**config.mk**
```make
export PLATFORM = sky130hd
export DESIGN_NAME = seq_mult_n_flat
export DESIGN_NICKNAME = d
export VERILOG_FILES = /design/src/rtl/mult_pkg.sv /design/src/rtl/seq_mult_n_if.sv /design/src/rtl/mult_ctrl_n.sv /design/src/rtl/seq_mult_n.sv /design/src/flat_wrapper.sv
export SDC_FILE = /design/constraint.sdc
export NUM_CORES = 1
export LEC_CHECK = 0
export ABC_AREA = 0
export BUFFER_PORTS_ARGS = -buffer_cell sky130_fd_sc_hd__buf_2
export CORE_ASPECT_RATIO = 1.1
export CORE_MARGIN = 4
export CORE_UTILIZATION = 54
export CTS_CLUSTER_SIZE = 40
export DETAILED_ROUTE_END_ITERATION = 12
export GPL_ROUTABILITY_DRIVEN = 0
export HOLD_SLACK_MARGIN = 0.15
export PLACE_DENSITY = 0.86
export SKIP_CTS_REPAIR_TIMING = 1
export SYNTH_ARGS = -nofsm -noshare
export SYNTH_HDL_FRONTEND = slang
export SYNTH_HIERARCHICAL = 1
export SYNTH_SLANG_ARGS = --single-unit
```
**constraint.sdc**
```tcl
create_clock -name clk -period 7.85 [get_ports clk]
set_clock_uncertainty 0.1 [all_clocks]
set_input_delay 1.57 -clock clk [delete_from_list [all_inputs] [get_ports clk]]
set_output_delay 1.57 -clock clk [all_outputs]
set_load 0.01 [all_outputs]
```
**src/rtl/mult_pkg.sv**
```systemverilog
// -----------------------------------------------------------------------------
// mult_pkg
// Shared types and helpers for the seq_mult_n sequential signed multiplier.
//   state_t    : control FSM states (IDLE, ADD, SHIFT, HOLD)
//   cnt_width(): width of the bit counter that indexes multiplier bits
// -----------------------------------------------------------------------------
package mult_pkg;

  typedef enum logic [1:0] {
    IDLE  = 2'd0,
    ADD   = 2'd1,
    SHIFT = 2'd2,
    HOLD  = 2'd3
  } state_t;

  // The counter must reach WIDTH-1. The result is never allowed to drop
  // below one bit.
  function automatic int cnt_width(input int width);
    return (width <= 2) ? 1 : $clog2(width);
  endfunction

endpackage

```
**src/rtl/seq_mult_n_if.sv**
```systemverilog
// -----------------------------------------------------------------------------
// seq_mult_n_if
// Operand/result bundle for seq_mult_n.
//   run, clra_ldb, s           : driven by the controlling side (master)
//   aval, bval, x, busy, done  : driven by the multiplier (slave)
// -----------------------------------------------------------------------------
interface seq_mult_n_if #(
  parameter int WIDTH = 8
);
  logic             run;
  logic             clra_ldb;
  logic [WIDTH-1:0] s;
  logic [WIDTH-1:0] aval;
  logic [WIDTH-1:0] bval;
  logic             x;
  logic             busy;
  logic             done;

  modport master (
    output run, clra_ldb, s,
    input  aval, bval, x, busy, done
  );

  modport slave (
    input  run, clra_ldb, s,
    output aval, bval, x, busy, done
  );
endinterface

```
**src/rtl/mult_ctrl_n.sv**
```systemverilog
// -----------------------------------------------------------------------------
// mult_ctrl_n
// Control FSM and bit counter for seq_mult_n. One multiplier bit takes two
// cycles: ADD (conditional add/subtract) followed by SHIFT.
//
// Ports:
//   clk, reset     : clock, asynchronous active-high reset
//   run, clra_ldb  : start level / clear-A-load-B request (acted on in IDLE)
//   start          : IDLE->ADD transition this cycle
//   clear_a        : zero A and X this cycle
//   load_b         : load B from s this cycle
//   add, sub       : ADD state; sub on the final (sign) bit, add on the others
//   shift          : SHIFT state
//   busy           : ADD or SHIFT
//   done           : final SHIFT, the cycle before HOLD
//
// Build option: define MULT_AUTOCLEAR_EN to also zero A/X when a run starts.
// Without it A is kept, which turns each run into a multiply-accumulate.
// -----------------------------------------------------------------------------
module mult_ctrl_n
  import mult_pkg::*;
#(
  parameter int WIDTH = 8
) (
  input  logic clk,
  input  logic reset,
  input  logic run,
  input  logic clra_ldb,
  output logic start,
  output logic clear_a,
  output logic load_b,
  output logic add,
  output logic sub,
  output logic shift,
  output logic busy,
  output logic done
);

  localparam int            CW   = cnt_width(WIDTH);
  localparam logic [CW-1:0] LAST = CW'(WIDTH - 1);

  state_t        state;
  state_t        state_next;
  logic [CW-1:0] cnt;
  logic          last_bit;

  assign last_bit = (cnt == LAST);

  // NOTE: sequential state uses non-blocking assignments, so every flop
  // samples its inputs from before the edge regardless of statement order.
  always_ff @(posedge clk or posedge reset) begin
    if (reset) state <= IDLE;
    else       state <= state_next;
  end

  always_ff @(posedge clk or posedge reset) begin
    if (reset)      cnt <= '0;
    else if (start) cnt <= '0;
    else if (shift) cnt <= cnt + CW'(1);
  end

  // NOTE: every always_comb output gets a default first so no path can infer
  // a latch.
  always_comb begin
    state_next = state;
    case (state)
      IDLE:    if (run) state_next = ADD;
      ADD:     state_next = SHIFT;
      SHIFT:   state_next = last_bit ? HOLD : ADD;
      HOLD:    if (!run) state_next = IDLE;
      default: state_next = IDLE;
    endcase
  end

  // run wins over clra_ldb in IDLE.
  always_comb begin
    start   = (state == IDLE) && run;
    load_b  = (state == IDLE) && !run && clra_ldb;
`ifdef MULT_AUTOCLEAR_EN
    clear_a = (state == IDLE) && (run || clra_ldb);
`else
    clear_a = (state == IDLE) && !run && clra_ldb;
`endif
    add     = (state == ADD) && !last_bit;
    sub     = (state == ADD) &&  last_bit;
    shift   = (state == SHIFT);
    busy    = (state == ADD) || (state == SHIFT);
    done    = (state == SHIFT) && last_bit;
  end

endmodule

```
**src/rtl/seq_mult_n.sv**
```systemverilog
// -----------------------------------------------------------------------------
// seq_mult_n
// Sequential two's-complement multiplier. The {X, A, B} shift register holds
// the running product; a WIDTH+1-bit adder adds S for every set multiplier
// bit, except the sign bit, where S is subtracted. After 2*WIDTH busy cycles
// {A, B} holds the 2*WIDTH-bit product.
//
// Ports:
//   clk, reset : clock, asynchronous active-high reset
//   bus.slave  : run, clra_ldb, s in; aval (A), bval (B), x, busy, done out
//
// Build option: MULT_AUTOCLEAR_EN (decoded in mult_ctrl_n) clears A/X at
// start. Without it the result is S*B + sext(A_initial), mod 2^(2*WIDTH).
// -----------------------------------------------------------------------------
module seq_mult_n #(
  parameter int WIDTH = 8
) (
  input  logic         clk,
  input  logic         reset,
  seq_mult_n_if.slave  bus
);

  logic             start;
  logic             clear_a;
  logic             load_b;
  logic             add;
  logic             sub;
  logic             shift;
  logic             busy;
  logic             done;

  logic [WIDTH-1:0] a;
  logic [WIDTH-1:0] b;
  logic             x;
  logic [WIDTH:0]   s_opnd;
  logic [WIDTH:0]   sum;

  mult_ctrl_n #(.WIDTH(WIDTH)) u_ctrl (
    .clk      (clk),
    .reset    (reset),
    .run      (bus.run),
    .clra_ldb (bus.clra_ldb),
    .start    (start),
    .clear_a  (clear_a),
    .load_b   (load_b),
    .add      (add),
    .sub      (sub),
    .shift    (shift),
    .busy     (busy),
    .done     (done)
  );

  // Subtraction is done as an invert-plus-one of sext(S). Both operands are
  // sign-extended to WIDTH+1 bits, so even -2^(W-1) - (-2^(W-1)) stays in
  // range.
  always_comb begin
    s_opnd = {bus.s[WIDTH-1], bus.s} ^ {(WIDTH+1){sub}};
    sum    = {a[WIDTH-1], a} + s_opnd + {{WIDTH{1'b0}}, sub};
  end

  always_ff @(posedge clk or posedge reset) begin
    if (reset) begin
      a <= '0;
      x <= 1'b0;
    end else if (clear_a) begin
      a <= '0;
      x <= 1'b0;
    end else if (start) begin
      x <= a[WIDTH-1];
    end else if ((add || sub) && b[0]) begin
      {x, a} <= sum;
    end else if (shift) begin
      a <= {x, a[WIDTH-1:1]};
    end
  end

  always_ff @(posedge clk or posedge reset) begin
    if (reset)       b <= '0;
    else if (load_b) b <= bus.s;
    else if (shift)  b <= {a[0], b[WIDTH-1:1]};
  end

  assign bus.aval = a;
  assign bus.bval = b;
  assign bus.x    = x;
  assign bus.busy = busy;
  assign bus.done = done;

endmodule

```
**src/flat_wrapper.sv**
```systemverilog
// flat-port wrapper written by rule: the top's interface ports become plain ports
module seq_mult_n_flat 
#(
  parameter int WIDTH = 8
)
  (clk, reset, bus_run, bus_clra_ldb, bus_s, bus_aval, bus_bval, bus_x, bus_busy, bus_done);
  seq_mult_n_if #(.WIDTH(WIDTH)) bus_i ();
  input  logic clk;
  input  logic reset;
  input wire logic [$bits(bus_i.run)-1:0] bus_run;
  input wire logic [$bits(bus_i.clra_ldb)-1:0] bus_clra_ldb;
  input wire logic [$bits(bus_i.s)-1:0] bus_s;
  output wire logic [$bits(bus_i.aval)-1:0] bus_aval;
  output wire logic [$bits(bus_i.bval)-1:0] bus_bval;
  output wire logic [$bits(bus_i.x)-1:0] bus_x;
  output wire logic [$bits(bus_i.busy)-1:0] bus_busy;
  output wire logic [$bits(bus_i.done)-1:0] bus_done;
  assign bus_i.run = bus_run;
  assign bus_i.clra_ldb = bus_clra_ldb;
  assign bus_i.s = bus_s;
  assign bus_aval = bus_i.aval;
  assign bus_bval = bus_i.bval;
  assign bus_x = bus_i.x;
  assign bus_busy = bus_i.busy;
  assign bus_done = bus_i.done;
  seq_mult_n #(.WIDTH(WIDTH)) u_core (.clk(clk), .reset(reset), .bus(bus_i));
endmodule
```
# Yosys cells after proc, flatten, opt, wreduce, memory -nomap -nowiden
# Cells that the tools add are included.
# W data, S select, Z words.
# totals
wordCells	49
ff_bits	22
inputBits	12
# op_classes
n_reduce_logical	18
addsub	3
eq_ne	7
bitwise	1
n_mux	15
# op_table
operator	count
$mux W8	6
$add A9 B1 Y9	1
$add A9 B9 Y9	1
$xor A9 B9 Y9	1
$pmux W2 S4	1
$logic_and A1 B1 Y1	7
$mux W2	3
$mux W3	2
$ne A2 B2 Y1 const B	3
$reduce_bool A3 Y1	2
$eq A2 B2 Y1 const B	2
$reduce_and A2 Y1	2
$reduce_bool A2 Y1	2
$add A3 B1 Y3 const B	1
$eq A3 B3 Y1 const B	1
$mux W1	3
$eq A2 B1 Y1 const B	1
$logic_not A1 Y1	2
$logic_not A2 Y1	1
$logic_or A1 B1 Y1	2

# Logic depth before layout (Yosys ltp)
# depth
ltp_word	8
ltp_mapped	11

# Hierarchy
# The synthesis kept the hierarchy.
# by_module_without_submodules
module	instances	area_each_um2	seq_area_each_um2	cells_each
seq_mult_n	1	1249.9	425.4	132
mult_ctrl_n	1	346.6	125.1	35

# Worst setup path after synthesis
# No wires, ideal clock.
# synth_path
kind	input to register
startpoint	input bus_s[0]
endpoint	register u_core.a[6] (netlist: u_core/bus.aval[6])
path_slack_ns	4.731
arrival_ns	2.890
path_buffers	0
cell_stages	7
setup_time_ns	0.130
cell_sequence	mux2_4 fa_1 a211oi_1 o21ai_0 o21ai_0 xor2_1 o21ai_0
# synth_between
elab_chain_cells	6
# synth_lines
item	line_no	rtl
start: declaration	flat_wrapper.sv:12	input wire logic [$bits(bus_i.s)-1:0] bus_s;
$xor A9 B9 Y9	seq_mult_n.sv:57	s_opnd = {bus.s[WIDTH-1], bus.s} ^ {(WIDTH+1){sub}};
$add A9 B9 Y9	seq_mult_n.sv:58	sum = {a[WIDTH-1], a} + s_opnd + {{WIDTH{1'b0}}, sub};
$add A9 B1 Y9	seq_mult_n.sv:58	
$mux W8	seq_mult_n.sv:70	end else if ((add || sub) && b[0]) begin
$mux W8	seq_mult_n.sv:68	end else if (start) begin
$mux W8	seq_mult_n.sv:65	end else if (clear_a) begin
end signal: assignment	seq_mult_n.sv:71	{x, a} <= sum;
end signal: assignment	seq_mult_n.sv:73	a <= {x, a[WIDTH-1:1]};
end: declaration	seq_mult_n.sv:32	logic [WIDTH-1:0] a;
# No other way between the ends. The select of a mux whose other input is x is not followed.
# A chain may end at the register's enable or synchronous reset.

# Worst setup path in the final report
# layout_path
startpoint	register u_core.u_ctrl.state[0]
endpoint	output bus_done
# layout_between
elab_chain_cells	2
# layout_lines
item	line_no	rtl
start: declaration	mult_ctrl_n.sv:42	state_t state;
start signal: assignment	mult_ctrl_n.sv:53	else state <= state_next;
$eq A2 B2 Y1	--	
named net u_core.shift	seq_mult_n.sv:28	logic shift;
$logic_and A1 B1 Y1	mult_ctrl_n.sv:88	done = (state == SHIFT) && last_bit;
end: declaration	flat_wrapper.sv:17	output wire logic [$bits(bus_i.done)-1:0] bus_done;
# The timed path passes the listed nets, and every way through them passes these cells.

==> flow_summary.json <==
{
  "outcome": "complete, no violations",
  "yosys_warnings": 6,
  "clkTransAtPathRegs_ns": 0.13,
  "crit_start": "u_core/u_ctrl/state[0]",
  "cts_root_buf": "clkbuf_4",
  "dr.pass1.iters": 4,
  "route.met3.wl_um": 203,
  "hold_class": "reg -> reg",
  "rsz0062_at_grt": "false",
  "slew_viol_final": 0,
  "tns_ns": 0,
  "yosys.area_share.simple_pct": 11.4,
  "die_h_um": 65.0,
  "arrival_ns": 1.95,
  "ioPinCount": 31,
  "worst-path-max-fanout": 14,
  "hold_violations": 0,
  "drt_iter0_drc": 100,
  "grt_overflow": 0,
  "post-route-period-util_pct": 46.1,
  "vias": 1337,
  "synth_compound_area_share_pct": 21.1,
  "fp.dieW_um": 59.8,
  "yosys.area_share.xor_xnor_pct": 6.58,
  "wire_per_inst_um": 15.4,
  "synth_edf_count": 0,
  "synth_top_area_cell": "dfrtp_1",
  "area_growth_pct": 12.8,
  "r2r_slack_ns": 4.87,
  "ys.flop_type": "dfrtp_1",
  "cts_buffers": 3,
  "rows": 20,
  "grt_pass1_vias": 1293,
  "clkSinkCount": 22,
  "r2r-end": "u_core/bus.aval[6]",
  "cp-end-kind": "output port",
  "antenna_left": 0,
  "synth-seq-cells": 22,
  "syn_area_um2": 1600,
  "synth_top_area_share_pct": 34.5,
  "diodes": 0,
  "grt_max_degree": 24,
  "postSynthAreaPerCell_um2": 9.56,
  "dp_hpwl_um": 2730,
  "synth_top_family_by_area": "compound AO/OA/AOI/OAI gates",
  "critPathRequiredTime_ns": 6.18,
  "synth_cell_types": 41,
  "worst_pin_slew_ns": 1.27,
  "max_freq_mhz": 276,
  "synth_mux_area_share_pct": 9.64,
  "cts_tree": "built",
  "placed_cells": 224,
  "critPathCapture": "bus_done",
  "layout-drive-gt1-share_pct": 22.1,
  "antenna_found_initial": 0,
  "setup_viol": 0,
  "synthTopCellsByCount": "dfrtp_1, o21ai_0, ha_1, nand2_1, mux2i_1",
  "synth_most_common_cell": "dfrtp_1",
  "drc_errors": 0,
  "period_minus_slack_ns": 3.62,
  "final_cell_count_no_fill": 228,
  "ys_seq_area_share_pct": 34.5,
  "ctsLongestPathBuffers": 2,
  "met1_length_um": 1520,
  "timing.rr.start": "u_core/u_ctrl/cnt[0]",
  "n_fill_cell": 235,
  "highest_layer": "met4",
  "wl_met2_um": 1750,
  "async_flop_share_pct": 100,
  "htreeDepth": 1,
  "synth.top_cells.by_area": "dfrtp_1, ha_1, mux2i_1",
  "start_kind": "register",
  "drv_cap": 0,
  "leakage_nw": 0.878,
  "nNetsFinal": 223,
  "port-buffer-count": 30,
  "synthAdderAreaFrac_pct": 12.2,
  "clkLatencyLatePin_ns": 0.31,
  "path_class": "reg -> out",
  "grt_pass1_wl_um": 5990,
  "start_util_pct": 57.0,
  "dieArea_um2": 3890,
  "viasPerCell": 5.86,
  "netlist_instances": 167,
  "vdd_drop_max_mv": 0.236,
  "powerDensity_nw_per_um2": 384,
  "routed_wl_um": 3520,
  "reg2regPathDepth": 10,
  "synth_fp_nets": 194,
  "track_usage_pct": 19.6,
  "max_slew_margin_pct": 14.8,
  "core_um2": 2800
}
==> flip-flops by register name, indices dropped and copies added, names as in the netlist <==
register and flops:
u_core/u_ctrl/cnt 3, u_core/bus.bval 8, u_core/bus.aval 8, u_core/bus.x 1
u_core/u_ctrl/state 2
==> cell usage in the layout (no fill, tap or decap), types with 2 or more instances in the layout <==
cell type / synthesis / routed
inv_1: 9 / 9
o211ai_1: 2 / 2
o21ai_0: 20 / 20
nor2_1: 10 / 10
a31oi_1: 2 / 2
nand3_1: 2 / 2
nor2b_1: 4 / 4
a211oi_1: 3 / 3
ha_1: 14 / 14
a32oi_1: 4 / 4
mux2i_1: 11 / 11
mux2_4: 2 / 2
xor2_1: 9 / 9
a21oi_1: 9 / 9
buf_2: 1 / 30
nand2_1: 14 / 14
clkbuf_4: 0 / 3
a21o_1: 3 / 3
dfrtp_1: 22 / 22
xnor2_1: 3 / 3
==> how the worst min path moves through the flow <==
stage	slack [ns]	from	cells after the start	end
4_1_cts	0.46	u_core/u_ctrl/cnt[1]	2	u_core/u_ctrl/cnt[1]
3_3_place_gp	0.41	u_core/u_ctrl/cnt[2]	2	u_core/u_ctrl/cnt[2]
2_1_floorplan	0.39	u_core/u_ctrl/cnt[1]	2	u_core/u_ctrl/cnt[1]
3_5_place_dp	0.42	u_core/u_ctrl/cnt[1]	2	u_core/u_ctrl/cnt[1]
5_1_grt	0.48	u_core/u_ctrl/cnt[2]	2	u_core/u_ctrl/cnt[2]
6_report	0.45	u_core/u_ctrl/state[1]	1	u_core/u_ctrl/state[1]
==> per-layer routing <==
layer,up-vias,GRT usage (%)
met4,0,6.65
met2,51,31.1
met3,6,2.79
met5,-,0
li1,652,-
met1,628,27.0
==> report_power, final <==
part / internal [W] / switching, W / leakage [nW]
Combinational: 0.000169 / 0.000221 / 0.570
Clock: 0.0000516 / 0.0000361 / 0.0279
Sequential: 0.000164 / 0.0000500 / 0.280
==> metrics by stage <==
stage                     power (W)  utilization [%]  hold slack (ns)  setup slack, ns  area [µm²]
final                      0.000692             64.2            0.448             4.23        1800
after global routing       0.000751             64.2            0.483             4.08        1800
after CTS                  0.000692             64.2            0.455             4.22        1800
after detailed placement   0.000603             62.4            0.425             4.33        1750
after global placement     0.000581             62.4            0.409             4.43        1750
after floorplan            0.000498                -            0.390             4.73        1600
==> cell type report <==
| cell class | count | area [µm²] | share of cell area (%) |
|---|---|---|---|
| Clock buffer | 3 | 22.5 | 1.25 |
| Clock inverter | 1 | 30.0 | 1.67 |
| Inverter | 9 | 33.8 | 1.88 |
| Multi-Input combinational cell | 130 | 972 | 54.0 |
| Sequential cell | 22 | 551 | 30.6 |
| Tap cell | 33 | 41.3 | 2.29 |
| Timing Repair Buffer | 30 | 150 | 8.34 |
==> critical path, cell delays in order (launching register included) <==
cell and delay [ns]:
dfrtp_1 0.44, inv_1 0.14, ha_1 0.66, nand2_1 0.19, inv_1 0.08, buf_2 0.12
==> cells by family after synthesis <==
kind of cell,count (synthesis)
DFF,22
and+or+nand+nor,38
muxes,14
AOI/OAI and AO/OA,51
buffers and inverters,15
adders and majority gates,15
xor gates and xnor gates,12
No activity file was read; power rests on OpenSTA's default activity.
